## src/rtl/add_chunk_stage.sv

```systemverilog
// One pipeline slice of the chunked adder: a CW-bit adder whose sum and
// carry are registered together with the slice's valid bit.
//
// Handshake: a bundle moves from producer to consumer on a rising clock
// edge exactly when valid and ready are both high. A producer holding
// valid keeps its data stable until that edge. ready never depends on the
// data. In this slice, up_ready is high whenever the slice is empty or
// its own content leaves downstream on the same edge.
module add_chunk_stage #(
    parameter int CW = 4
) (
    input  logic          clk,
    input  logic          rst_n,
    input  logic          up_valid,
    output logic          up_ready,
    output logic          dn_valid,
    input  logic          dn_ready,
    input  logic [CW-1:0] a_ck,
    input  logic [CW-1:0] b_ck,
    input  logic          c_prev,
    output logic          take,
    output logic [CW-1:0] sum_q,
    output logic          carry_q
);

    logic          valid_q;
    logic          valid_d;
    logic [CW-1:0] sum_d;
    logic          carry_d;
    logic [CW:0]   add_full;

    // Flow control for this slice plus the chunk add; data only moves on a transfer
    always_comb begin
        up_ready = !valid_q || dn_ready;
        take     = up_valid && up_ready;
        add_full = {1'b0, a_ck} + {1'b0, b_ck} + {{CW{1'b0}}, c_prev};
        valid_d  = up_ready ? up_valid : valid_q;
        sum_d    = sum_q;
        carry_d  = carry_q;
        if (take) begin
            sum_d   = add_full[CW-1:0];
            carry_d = add_full[CW];
        end
    end

    assign dn_valid = valid_q;

    // Slice state; reset empties the slice and clears its data
    always_ff @(posedge clk or negedge rst_n) begin
        if (!rst_n) begin
            valid_q <= 1'b0;
            sum_q   <= '0;
            carry_q <= 1'b0;
        end else begin
            valid_q <= valid_d;
            sum_q   <= sum_d;
            carry_q <= carry_d;
        end
    end

endmodule

```

## src/rtl/pipelined_adder_nbit.sv

```systemverilog
// W-bit add/subtract unit whose carry chain is cut into STAGES chunks.
// One chunk resolves per pipeline stage, so latency is STAGES cycles.
// Each stage carries the result chunks already computed below it and the
// operand chunks still waiting above it. Those shift fields shrink or grow
// by CHUNK bits per stage. Any empty stage pulls data forward even while
// the output is stalled, so bubbles collapse. The pipe holds up to STAGES
// operations.
module pipelined_adder_nbit #(
    parameter int W      = 16,
    parameter int STAGES = 4
) (
    input  logic         clk,
    input  logic         rst_n,
    input  logic         in_valid,
    output logic         in_ready,
    input  logic [W-1:0] a,
    input  logic [W-1:0] b,
    input  logic         c_in,
    input  logic         sub,
    output logic         out_valid,
    input  logic         out_ready,
    output logic [W-1:0] sum,
    output logic         c_out,
    output logic         ovf
);

    localparam int CHUNK = W / STAGES;
    localparam int LAST  = STAGES - 1;

    if ((W % STAGES) != 0 || STAGES < 1 || STAGES > W) begin : g_bad_cfg
        $error("pipelined_adder_nbit: W must be a multiple of STAGES and 1 <= STAGES <= W");
    end

    logic [W-1:0] b_eff;
    logic         c_eff;
    logic         a_top_bit;
    logic         b_top_bit;
    logic         last_take;
    logic         a_msb_q;
    logic         a_msb_d;
    logic         b_msb_q;
    logic         b_msb_d;

    // Subtraction is a + ~b + ~c_in, so invert b and the carry once at the input
    always_comb begin
        b_eff = sub ? ~b : b;
        c_eff = sub ? ~c_in : c_in;
    end

    for (genvar k = 0; k < STAGES; k++) begin : g_stage
        localparam int HI_W = (STAGES - 1 - k) * CHUNK;

        logic [CHUNK-1:0] a_ck;
        logic [CHUNK-1:0] b_ck;
        logic [CHUNK-1:0] s_q;
        logic             c_prev;
        logic             v_up;
        logic             rdy_up;
        logic             v_dn;
        logic             rdy_dn;
        logic             take;
        logic             c_q;

        // Stage 0 sees the raw operands; later stages take the lowest waiting chunk
        if (k == 0) begin : g_src
            assign a_ck   = a[CHUNK-1:0];
            assign b_ck   = b_eff[CHUNK-1:0];
            assign c_prev = c_eff;
            assign v_up   = in_valid;
        end else begin : g_src
            assign a_ck   = g_stage[k-1].g_hi.a_hi_q[CHUNK-1:0];
            assign b_ck   = g_stage[k-1].g_hi.b_hi_q[CHUNK-1:0];
            assign c_prev = g_stage[k-1].c_q;
            assign v_up   = g_stage[k-1].v_dn;
        end

        // The last stage is released by the consumer
        if (k == LAST) begin : g_dn
            assign rdy_dn = out_ready;
        end else begin : g_dn
            assign rdy_dn = g_stage[k+1].rdy_up;
        end

        add_chunk_stage #(
            .CW(CHUNK)
        ) u_chunk (
            .clk     (clk),
            .rst_n   (rst_n),
            .up_valid(v_up),
            .up_ready(rdy_up),
            .dn_valid(v_dn),
            .dn_ready(rdy_dn),
            .a_ck    (a_ck),
            .b_ck    (b_ck),
            .c_prev  (c_prev),
            .take    (take),
            .sum_q   (s_q),
            .carry_q (c_q)
        );

        // Operand chunks above this stage, not yet consumed
        if (HI_W > 0) begin : g_hi
            logic [HI_W-1:0] a_hi_in;
            logic [HI_W-1:0] b_hi_in;
            logic [HI_W-1:0] a_hi_d;
            logic [HI_W-1:0] b_hi_d;
            logic [HI_W-1:0] a_hi_q;
            logic [HI_W-1:0] b_hi_q;

            if (k == 0) begin : g_in
                assign a_hi_in = a[W-1:CHUNK];
                assign b_hi_in = b_eff[W-1:CHUNK];
            end else begin : g_in
                assign a_hi_in = g_stage[k-1].g_hi.a_hi_q[HI_W+CHUNK-1:CHUNK];
                assign b_hi_in = g_stage[k-1].g_hi.b_hi_q[HI_W+CHUNK-1:CHUNK];
            end

            // Upper operand chunks advance together with this stage's slice
            always_comb begin
                a_hi_d = a_hi_q;
                b_hi_d = b_hi_q;
                if (take) begin
                    a_hi_d = a_hi_in;
                    b_hi_d = b_hi_in;
                end
            end

            // Upper operand shift field
            always_ff @(posedge clk or negedge rst_n) begin
                if (!rst_n) begin
                    a_hi_q <= '0;
                    b_hi_q <= '0;
                end else begin
                    a_hi_q <= a_hi_d;
                    b_hi_q <= b_hi_d;
                end
            end
        end

        // Result chunks already resolved below this stage
        if (k > 0) begin : g_lo
            logic [k*CHUNK-1:0] lo_in;
            logic [k*CHUNK-1:0] lo_d;
            logic [k*CHUNK-1:0] lo_q;

            if (k == 1) begin : g_in
                assign lo_in = g_stage[0].s_q;
            end else begin : g_in
                assign lo_in = {g_stage[k-1].s_q, g_stage[k-1].g_lo.lo_q};
            end

            // Lower result chunks advance together with this stage's slice
            always_comb begin
                lo_d = lo_q;
                if (take) begin
                    lo_d = lo_in;
                end
            end

            // Lower result shift field
            always_ff @(posedge clk or negedge rst_n) begin
                if (!rst_n) begin
                    lo_q <= '0;
                end else begin
                    lo_q <= lo_d;
                end
            end
        end
    end

    assign last_take = g_stage[LAST].take;
    assign a_top_bit = g_stage[LAST].a_ck[CHUNK-1];
    assign b_top_bit = g_stage[LAST].b_ck[CHUNK-1];

    // Operand sign bits ride with the final slice so overflow follows the held result
    always_comb begin
        a_msb_d = a_msb_q;
        b_msb_d = b_msb_q;
        if (last_take) begin
            a_msb_d = a_top_bit;
            b_msb_d = b_top_bit;
        end
    end

    // Sign bits of the operation sitting in the output stage
    always_ff @(posedge clk or negedge rst_n) begin
        if (!rst_n) begin
            a_msb_q <= 1'b0;
            b_msb_q <= 1'b0;
        end else begin
            a_msb_q <= a_msb_d;
            b_msb_q <= b_msb_d;
        end
    end

    if (STAGES == 1) begin : g_sum
        assign sum = g_stage[0].s_q;
    end else begin : g_sum
        assign sum = {g_stage[LAST].s_q, g_stage[LAST].g_lo.lo_q};
    end

    assign in_ready  = g_stage[0].rdy_up;
    assign out_valid = g_stage[LAST].v_dn;
    assign c_out     = g_stage[LAST].c_q;
    // Same-sign operands giving an opposite-sign result is a signed overflow
    assign ovf       = (a_msb_q == b_msb_q) && (sum[W-1] != a_msb_q);

endmodule

```

## config.mk

```make
export PLATFORM = sky130hd
export DESIGN_NAME = pipelined_adder_nbit
export DESIGN_NICKNAME = d
export VERILOG_FILES = /design/src/rtl/add_chunk_stage.sv /design/src/rtl/pipelined_adder_nbit.sv
export SDC_FILE = /design/constraint.sdc
export NUM_CORES = 1
export LEC_CHECK = 0
export ABC_AREA = 1
export CELL_PAD_IN_SITES_DETAIL_PLACEMENT = 1
export CELL_PAD_IN_SITES_GLOBAL_PLACEMENT = 2
export CORE_MARGIN = 1.5
export CORE_UTILIZATION = 29
export CTS_BUF_LIST = sky130_fd_sc_hd__clkbuf_4
export CTS_CLUSTER_DIAMETER = 30
export DETAILED_ROUTE_END_ITERATION = 10
export HOLD_SLACK_MARGIN = 0.05
export PLACE_DENSITY_LB_ADDON = 0.1
export SLEW_MARGIN = 30
export SYNTH_ARGS = -nofsm -noshare
export SYNTH_HDL_FRONTEND = slang
export SYNTH_SLANG_ARGS = --single-unit
```

## constraint.sdc

```tcl
create_clock -name clk -period 1.8 [get_ports clk]
set_input_delay 0.18 -clock clk [delete_from_list [all_inputs] [get_ports clk]]
set_output_delay 0.18 -clock clk [all_outputs]
set_load 0.005 [all_outputs]
```

==> results_dict.tcl, run 1 <==
set metrics [dict create \
    outcome "complete, no violations" \
    fin_hold_ws_ps 222 \
    syn_area_per_cell_sq_um 8.98 \
    drive_gt1_frac 0.0808 \
    wl_met2_mm 4.36 \
    powerDensity_nw_per_um2 1220 \
    root_buffer "clkbuf_4" \
    cts_max_level 3 \
    wl_met3_um 291 \
    cp_max_fo 2 \
    yosys.area_share.adder 0.0694 \
    final_util 0.363 \
    nets 626 \
    path_buf_inv 3 \
    synthXorXnorAreaFrac 0.0411 \
    final_antenna_net_count 0 \
    synth_cells 498 \
    drt-total-wl_mm 10.0 \
    drv_cap 0 \
    setup_violations 0 \
    critPathSlowestCell "clkdlybuf4s50_1" \
    first_iter_violations 95 \
    post-route-period-util 0.955 \
    tightest_slew_ps 494 \
    leakage_nw 2.76 \
    slew_violations 0 \
    synth-compound-area-share 0.0549 \
    num_io_pins 58 \
    syn_nets 556 \
    hpwl_mm 7.36 \
    drc 0 \
    clock_path_buffers 2 \
    crit_top_cell "buf_4" \
    first_global_vias 3471 \
    dr.pass1.iters 4 \
    initial_core_util 0.295 \
    fin_cells 758 \
    fmax_ghz 0.582 \
    grt_max_degree 40 \
    dp.cells 740 \
    die-area_sq_um 16200 \
    grt_pass1_wl_mm 17.5 \
    period_needed_ps 1720 \
    gr-total-overflow 0 \
    drt-wirelength-per-cell_um 13.2 \
    synth_area_leaders "dfrtp_1 (55%), nand2_1 (17%), o21ai_0 (4.0%)" \
    worstSetupPathType "flop to output port" \
    synth_top_cell_area_share 0.549 \
    slowest_delay_ps 430 \
    rsz0062_at_grt "no" \
    track_usage 0.137 \
    critical_path_required_ps 1620 \
    hp-class "primary input to async pin" \
    die-width_um 127 \
    antenna_found_initial 1 \
    crit_start "g_stage[3].u_chunk.dn_valid$_DFFE_PN0P_" \
    highest_layer "met4" \
    insertion_delay_ps 450 \
    fin_skew_ps 12.9 \
    fin_tns_setup_ps 0 \
    finalHoldViolations 0 \
    synth-seq-cells 98 \
    crit_family "buffers and inverters" \
    worst_setup_path_end_kind "output port" \
    ys_warn_count 0 \
    cts_buffers 9 \
    wl_met1_mm 5.19 \
    cts_tree "yes" \
    synth_seq_area_share 0.549 \
    synth_top_family_by_area "simple AND/OR/NAND/NOR gates" \
    r2r_cells 5 \
    reg2reg_slack_ps 100 \
    syn-cell-area_sq_um 4470 \
    clk_pin_slew_ps 140 \
    muxShareOfSynthArea 0 \
    synth_cell_types 23 \
    path_cells "buf_4, buf_4, clkdlybuf4s50_1" \
    dieHeight_um 127 \
    cts.sinks 98 \
    core_area_sq_um 15100 \
    rr_endpoint "g_stage[1].u_chunk.sum_q[2]$_DFFE_PN0P_" \
    cp_data_arrival_time_ps 1540 \
    r2r-start "g_stage[0].u_chunk.carry_q$_DFFE_PN0P_" \
    ir_worst_vdd_uv 412 \
    vias 3310 \
    yosys.area_share.simple 0.229 \
    relSlewSlack 0.671 \
    rows 45 \
    start_kind "flop" \
    p_total_mw 6.68 \
    synth_area_leader_cell "dfrtp_1" \
    area_growth_pct 22.9 \
    via_per_inst 4.37 \
    gp_congestion 0.744 \
    io_buffers 57 \
]
[metal layers]
layer	vias to the layer above	GRT usage
li1	1698	-
met1	1546	0.190
met2	55	0.211
met3	11	0.0243
met4	0	0.0602
met5	-	0
[stage by stage]
stage | instance area, sq um | worst slack, ps
finish | 5490 | 81.6
global route | 5490 | 7.08
global placement | 5340 | -309
CTS | 5480 | -24.6
floorplan | 4480 | 8.63
detailed placement | 5340 | -384
[registers in the layout, summed over array words and instances (netlist names)]
| register | count |
|---|---|
| a_msb_q | 1 |
| b_msb_q | 1 |
| g_stage.g_hi.a_hi_q | 24 |
| g_stage.g_hi.b_hi_q | 24 |
| g_stage.g_lo.lo_q | 24 |
| g_stage.u_chunk.carry_q | 4 |
| g_stage.u_chunk.dn_valid | 4 |
| g_stage.u_chunk.sum_q | 16 |
[worst register-to-register path, cell delays in order (launching register included)]
cell and delay, ps:
dfrtp_1 370, inv_1 70, fa_1 480, fa_2 370, xor2_1 200, o21ai_1 100
[cell usage in the layout, fill, tap and decap left out, types with 2 or more instances in the layout]
cell / Yosys / layout
a21oi_1: 9 / 9
buf_12: 0 / 3
buf_4: 2 / 20
clkbuf_4: 0 / 11
clkdlybuf4s50_1: 0 / 53
dfrtp_1: 98 / 98
fa_1: 8 / 6
fa_2: 0 / 2
ha_1: 12 / 12
inv_1: 34 / 34
inv_2: 3 / 3
nand2_1: 200 / 200
nand2_2: 2 / 2
nand3_1: 35 / 35
nand3b_1: 5 / 5
nand4_1: 2 / 2
nor2_1: 6 / 6
o21ai_0: 36 / 35
o21ai_1: 4 / 5
xnor2_1: 2 / 2
xor2_1: 19 / 18
[synthesized netlist by cell type, drive strengths merged]
cell / count
inv: 37
ha: 12
nand4: 2
a21oi: 9
nand3b: 5
o21ai: 40
xnor2: 2
xor2: 19
buf: 18
clkbuf: 3
or2: 1
dfrtp: 98
nand2: 202
nor2: 7
fa: 8
nand3: 35
[worst max path at each step]
stage,to,slack (ps),depth (start not counted)
finish,out_valid,80,3
global route,out_valid,7,3
CTS,in_ready,-20,5
detailed placement,g_stage[0].u_chunk.carry_q$_DFFE_PN0P_,-380,8
global placement,g_stage[0].u_chunk.carry_q$_DFFE_PN0P_,-310,8
floorplan,g_stage[0].u_chunk.sum_q[1]$_DFFE_PN0P_,9,8
[cell type report]
class | count | area [sq um]
Fill cell | 1763 | 9650
Tap cell | 188 | 235
Inverter | 37 | 139
Sequential cell | 98 | 2450
Antenna cell | 1 | 2.50
Multi-Input combinational cell | 342 | 1780
Timing Repair Buffer | 80 | 777
Clock buffer | 11 | 82.6
Clock inverter | 1 | 30.0
[power breakdown]
group          total (mW)  internal (mW)  switching [mW]
combinational        2.28           1.10            1.18
sequential           3.28           2.89           0.391
clock                1.12          0.428           0.690
[kinds of logic (layout without fill, tap and decap cells)]
| group | after synthesis | in the layout |
|---|---|---|
| simple gates | 252 | 252 |
| flops | 98 | 98 |
| buf+inv | 58 | 129 |
| compound gates | 49 | 49 |
| xor+xnor | 21 | 21 |
| fa+ha+maj | 20 | 20 |
| other cells | 0 | 1 |
[repair_timing]
| item | 4_1_cts | 5_1_grt |
|---|---|---|
| hold buffers | 1 | 0 |
| setup endpoints to repair | 3 | 3 |
| gates resized for setup | 3 | 4 |
| setup buffers | 2 | 2 |
| pin swaps | 0 | 1 |
| hold endpoints to repair | 56 | 0 |
(Power assumes the default switching activity.)
==> inputs of run 2 (changes only) <==
--- a/config.mk
+++ b/config.mk
@@ -13,6 +13,7 @@
 export CTS_BUF_LIST = sky130_fd_sc_hd__clkbuf_4
 export CTS_CLUSTER_DIAMETER = 30
 export DETAILED_ROUTE_END_ITERATION = 10
+export DONT_BUFFER_PORTS = 1
 export HOLD_SLACK_MARGIN = 0.05
 export PLACE_DENSITY_LB_ADDON = 0.1
 export SLEW_MARGIN = 30
==> run 2 against run 1 <==
Compared with the run above:
- the flow now finishes with violations (hold timing)
- sequential share of layout area grew 2.7 points
- critical path depth increased by 1
- power shrank 8.7%
- first-iteration DRC count rose by 22%
- setup slack better by 50 ps
- core utilization is 2.1 points lower
- via count decreased by 1.6%
- hold slack worse by 820 ps
- sequential power is 1% higher
- final cell count fell by 4.0%
- critical path type unchanged
- critical endpoint is now in_ready
==> results_dict.tcl, run 2 (same netlist as run 1, synthesis figures left out) <==
set metrics [dict create \
    outcome "complete, but fails checks" \
    violations "hold timing" \
    rr_endpoint "g_stage[1].u_chunk.carry_q$_DFFE_PN0P_" \
    initial_core_util 0.295 \
    relSlewSlack 0.628 \
    nFillCells 1778 \
    cts_buffers 9 \
    dieHeight_um 127 \
    hold_buffers 40 \
    first_global_vias 3672 \
    worst_setup_path_end_kind "output port" \
    rows 45 \
    cts_max_level 3 \
    ir_worst_vdd_uv 288 \
    io_buffers 0 \
    num_io_pins 58 \
    final_common_cell "nand2_1" \
    fmax_ghz 0.599 \
    clock_path_buffers 2 \
    hp-class "primary input to async pin" \
    cts.sinks 98 \
    final_cell_mix "nand2_1 (200), dfrtp_1 (98), dlygate4sd3_1 (39)" \
    critical_path_depth 4 \
    fin_area_sq_um 5180 \
    gr-total-overflow 0 \
    critPathSlowestCell "dfrtp_1" \
    die-area_sq_um 16200 \
    drive_gt1_frac 0.0557 \
    first_iter_violations 116 \
    vias 3257 \
    cp_max_fo 30 \
    cp_data_arrival_time_ps 1490 \
    reg_top3 "g_stage.g_hi.a_hi_q (24), g_stage.g_hi.b_hi_q (24), g_stage.g_lo.lo_q (24)" \
    gp_congestion 0.682 \
    crit_family "flip-flops" \
    post_cts_buffers 0 \
    setup_violations 0 \
    r2r_cells 6 \
    fin_hold_ws_ps -598 \
    hpwl_mm 6.89 \
    critical_path_required_ps 1620 \
    antenna_found_initial 1 \
    p_total_mw 6.09 \
    multi_input_area_sq_um 1770 \
    drt-wirelength-per-cell_um 13.7 \
    area_growth_pct 15.8 \
    via_per_inst 4.47 \
    root_buffer "clkbuf_4" \
    drc 0 \
    path_cells "inv_1, nor2_2, nand4_1, buf_6" \
    placed_cell_area_sq_um 4680 \
    leakage_nw 2.61 \
    slowest_delay_ps 430 \
    die-width_um 127 \
    rsz0062_at_grt "yes" \
    powerDensity_nw_per_um2 1180 \
    r2r-start "g_stage[0].u_chunk.carry_q$_DFFE_PN0P_" \
    worstSetupPathType "flop to output port" \
    final_antenna_net_count 0 \
    insertion_delay_ps 460 \
    fin_skew_ps 22.0 \
    tightest_slew_ps 559 \
    grt_pass1_wl_mm 18.2 \
    reg2reg_slack_ps 150 \
    core_area_sq_um 15100 \
    period_needed_ps 1670 \
    path_buf_inv 2 \
    finalHoldViolations 98 \
    post-route-period-util 0.927 \
    drt-total-wl_mm 10.0 \
    dr.pass1.iters 4 \
    drv_cap 0 \
    start_kind "flop" \
    cts_tree "yes" \
    slew_violations 0 \
    clk_pin_slew_ps 150 \
    nets 593 \
    final_util 0.342 \
    ff_latch_area_sq_um 2450 \
    track_usage 0.143 \
    crit_start "g_stage[3].u_chunk.dn_valid$_DFFE_PN0P_" \
    grt_max_degree 99 \
]
## run 2: changes by cell type in the layout (fill, tap and decap cells not counted), sizes merged
cell	previous run	this run
clkinv	0	5
clkdlybuf4s50	53	0
dlymetal6s2s	1	0
dlygate4sd2	1	0
dlygate4sd3	1	39
bufinv	1	0
clkbuf	12	10
buf	23	8
## run 2: routing by layer
layer | track usage | wire length (um) | up-vias
met5 | 0 | 0 | -
met3 | 0.0268 | 319 | 11
li1 | - | - | 1646
met1 | 0.195 | 5260 | 1538
met2 | 0.223 | 4250 | 62
met4 | 0.0642 | 184 | 0
## run 2: final cells by class
class                   count  area share
clock inverters             5     0.00435
diodes                      1    0.000483
repair buffers             47      0.0921
clock buffers              10      0.0145
well taps                 188      0.0454
multi-input cells         342       0.343
flip-flops and latches     98       0.474
inverters                  37      0.0268
## run 2: worst max path at each step
| stage | end | slack, ps |
|---|---|---|
| after CTS | g_stage[0].g_hi.b_hi_q[0]$_DFFE_PN0P_ | 20 |
| after global routing | in_ready | -30 |
| after global placement | g_stage[1].u_chunk.carry_q$_DFFE_PN0P_ | 160 |
| after floorplan | g_stage[0].u_chunk.sum_q[1]$_DFFE_PN0P_ | 9 |
| final | in_ready | 130 |
| after detailed placement | g_stage[1].u_chunk.carry_q$_DFFE_PN0P_ | 150 |
## run 2: stage by stage
| step | cells | setup TNS, ps | setup WS, ps |
|---|---|---|---|
| finish | 728 | 0 | 132 |
| global route | 728 | -26.3 | -26.3 |
| CTS | 727 | 0 | 16.8 |
| detailed placement | 672 | 0 | 151 |
| global placement | 672 | 0 | 158 |
| floorplan | 498 | 0 | 8.63 |
## run 2: repair_timing
item	4_1_cts	5_1_grt
resized for setup	0	1
endpoints found under the setup margin	0	1
hold endpoints to repair	131	98
## run 2: power breakdown
part | leakage [nW] | internal, mW | switching [mW]
combinational | 1.33 | 0.741 | 1.03
sequential | 1.22 | 2.89 | 0.432
clock | 0.0609 | 0.278 | 0.721
total | 2.61 | 3.91 | 2.19
==> inputs of run 3 (changes only) <==
--- a/config.mk
+++ b/config.mk
@@ -9,7 +9,7 @@
 export CELL_PAD_IN_SITES_DETAIL_PLACEMENT = 1
 export CELL_PAD_IN_SITES_GLOBAL_PLACEMENT = 2
 export CORE_MARGIN = 1.5
-export CORE_UTILIZATION = 29
+export CORE_UTILIZATION = 40
 export CTS_BUF_LIST = sky130_fd_sc_hd__clkbuf_4
 export CTS_CLUSTER_DIAMETER = 30
 export DETAILED_ROUTE_END_ITERATION = 10
==> run 3 against run 2 <==
Compared with the run above:
- the flow still finishes with violations (hold timing)
- clock power rose by 44%
- core utilization increased by 13 points
- cell area barely moved
- critical path depth is the same
- non-clock buffer count shrank 2
- first-iteration DRC count up 8.6%
- register-to-register slack worse by 20 ps
- hold slack improved by 6.8 ps
- flip-flop and latch count unchanged
- wire length fell by 2.7%
- critical path type unchanged
- via count increased by 0.49%
==> results_dict.tcl, run 3 (same netlist as run 1, synthesis figures left out) <==
set metrics [dict create \
    start_kind "flop" \
    cp_data_arrival_time_ps 1530 \
    cts_buffers 9 \
    fin_hold_ws_ps -591 \
    dr.pass1.iters 4 \
    relSlewSlack 0.633 \
    slowest_delay_ps 440 \
    final_common_cell "nand2_1" \
    tightest_slew_ps 551 \
    reg2reg_slack_ps 130 \
    gp_congestion 0.763 \
    io_buffers 0 \
    antenna_found_initial 0 \
    via_per_inst 4.83 \
    fmax_ghz 0.585 \
    cp_max_fo 30 \
    root_buffer "clkbuf_4" \
    path_buf_inv 2 \
    dieHeight_um 109 \
    violations "hold timing" \
    track_usage 0.183 \
    die-area_sq_um 11800 \
    internal-power_mw 4.32 \
    period_needed_ps 1710 \
    hp-class "primary input to async pin" \
    grt_pass1_wl_mm 16.7 \
    rsz0062_at_grt "yes" \
    p_total_mw 6.52 \
    drive_gt1_frac 0.0613 \
    critPathSlowestCell "dfrtp_1" \
    core_area_sq_um 10900 \
    final_cell_mix "nand2_1 (199), dfrtp_1 (98), dlygate4sd3_1 (38)" \
    sequentialPowerShare 0.511 \
    worst_setup_path_end_kind "output port" \
    slew_violations 0 \
    fin_skew_ps 15.3 \
    nFillCells 1264 \
    cts_max_level 3 \
    area_growth_pct 15.7 \
    clk_pin_slew_ps 150 \
    outcome "complete, but fails checks" \
    rows 38 \
    dp.cells 622 \
    pwr-share-comb 0.268 \
    insertion_delay_ps 440 \
    die-width_um 109 \
    finalHoldViolations 98 \
    diodes 0 \
    clock_path_buffers 2 \
    cts_tree "yes" \
    crit_family "flip-flops" \
    vias 3273 \
    nets 591 \
    power.switching_mw 2.20 \
    hpwl_mm 6.44 \
    cts.sinks 98 \
    drt-total-wl_mm 9.74 \
    worstSetupPathType "flop to output port" \
    drc 0 \
    post-route-period-util 0.950 \
    setup_violations 0 \
    drt-wirelength-per-cell_um 14.4 \
    leakage_nw 2.64 \
    gr-total-overflow 0 \
    critical_path_required_ps 1620 \
    path_cells "inv_1, nor2_2, nand4_1, buf_8" \
    power_frac_clock 0.221 \
    final_antenna_net_count 0 \
    final_util 0.475 \
    drv_cap 0 \
    initial_core_util 0.411 \
    powerDensity_nw_per_um2 1260 \
    switching_share 0.337 \
    reg_top3 "g_stage.g_hi.a_hi_q (24), g_stage.g_hi.b_hi_q (24), g_stage.g_lo.lo_q (24)" \
    fin_cells 678 \
    first_iter_violations 126 \
    first_global_vias 3380 \
    grt_max_degree 99 \
    ir_worst_vdd_uv 449 \
    num_io_pins 58 \
]
run 3: changes by cell type in the layout (fill, tap and decap cells not counted), moves of 2 or more:
cell       before  now
o21ai_1         4    6
bufinv_16       0    3
o21ai_0        36   34
clkinv_1        2    0
run 3: path summary, 6_finish.rpt:
check | startpoint | to | depth (start not counted)
worst max-delay path | g_stage[3].u_chunk.dn_valid$_DFFE_PN0P_ | in_ready | 4
worst min-delay path | rst_n | g_stage[3].u_chunk.sum_q[2]$_DFFE_PN0P_ | 0
worst max register to register | g_stage[0].u_chunk.carry_q$_DFFE_PN0P_ | g_stage[1].u_chunk.sum_q[2]$_DFFE_PN0P_ | 5
worst min register to register | g_stage[0].g_hi.b_hi_q[11]$_DFFE_PN0P_ | g_stage[0].g_hi.b_hi_q[11]$_DFFE_PN0P_ | 2
max in group asynchronous | rst_n | g_stage[0].g_hi.a_hi_q[11]$_DFFE_PN0P_ | 0
min in group clk | a[0] | g_stage[0].u_chunk.sum_q[0]$_DFFE_PN0P_ | 3
run 3: layer usage:
layer,up-vias,global-route usage,wire (um)
li1,1627,-,-
met1,1575,0.257,4900
met2,60,0.284,4420
met3,11,0.0275,282
met4,0,0.0705,136
met5,-,0,0
run 3: area by class of cell:
cell class | instances | area (sq um) | share of cell area
well taps | 140 | 175 | 0.0339
multi-input cells | 342 | 1780 | 0.343
flip-flops and latches | 98 | 2450 | 0.474
clock inverters | 6 | 105 | 0.0203
inverters | 37 | 139 | 0.0269
clock buffers | 10 | 75.1 | 0.0145
repair buffers | 45 | 450 | 0.0871
run 3: through the flow:
| step | setup slack (ps) | hold slack, ps | area, sq um | TNS, ps |
|---|---|---|---|---|
| after global placement | 160 | -113 | 4590 | 0 |
| after global routing | -34.3 | -657 | 5170 | -34.3 |
| after CTS | 54.1 | -640 | 5150 | 0 |
| after detailed placement | 104 | -114 | 4590 | 0 |
| after floorplan | 8.63 | -116 | 4480 | 0 |
| final | 90.2 | -591 | 5170 | 0 |
run 3: timing repair:
| action | in CTS | in global routing |
|---|---|---|
| gates resized for setup | 0 | 5 |
| endpoints found under the setup margin | 0 | 3 |
| endpoints found under the hold margin | 131 | 104 |
| hold buffers | 38 | 1 |
| setup buffers | 0 | 1 |
run 3: worst reg2reg max path, stage by stage (launching register included):
cell,delay [ps]
dfrtp_1,380
inv_1,70
fa_1,460
fa_1,420
xor2_1,160
o21ai_1,130
run 3: power groups by stage:
stage               combinational (mW)  clock (mW)  sequential (mW)
finish                            1.75        1.44             3.33
global route                      2.09        1.59             3.44
detailed placement                1.67           0             3.39
floorplan                         1.33           0             3.25
global placement                  1.59           0             3.35
CTS                               1.78        1.49             3.35
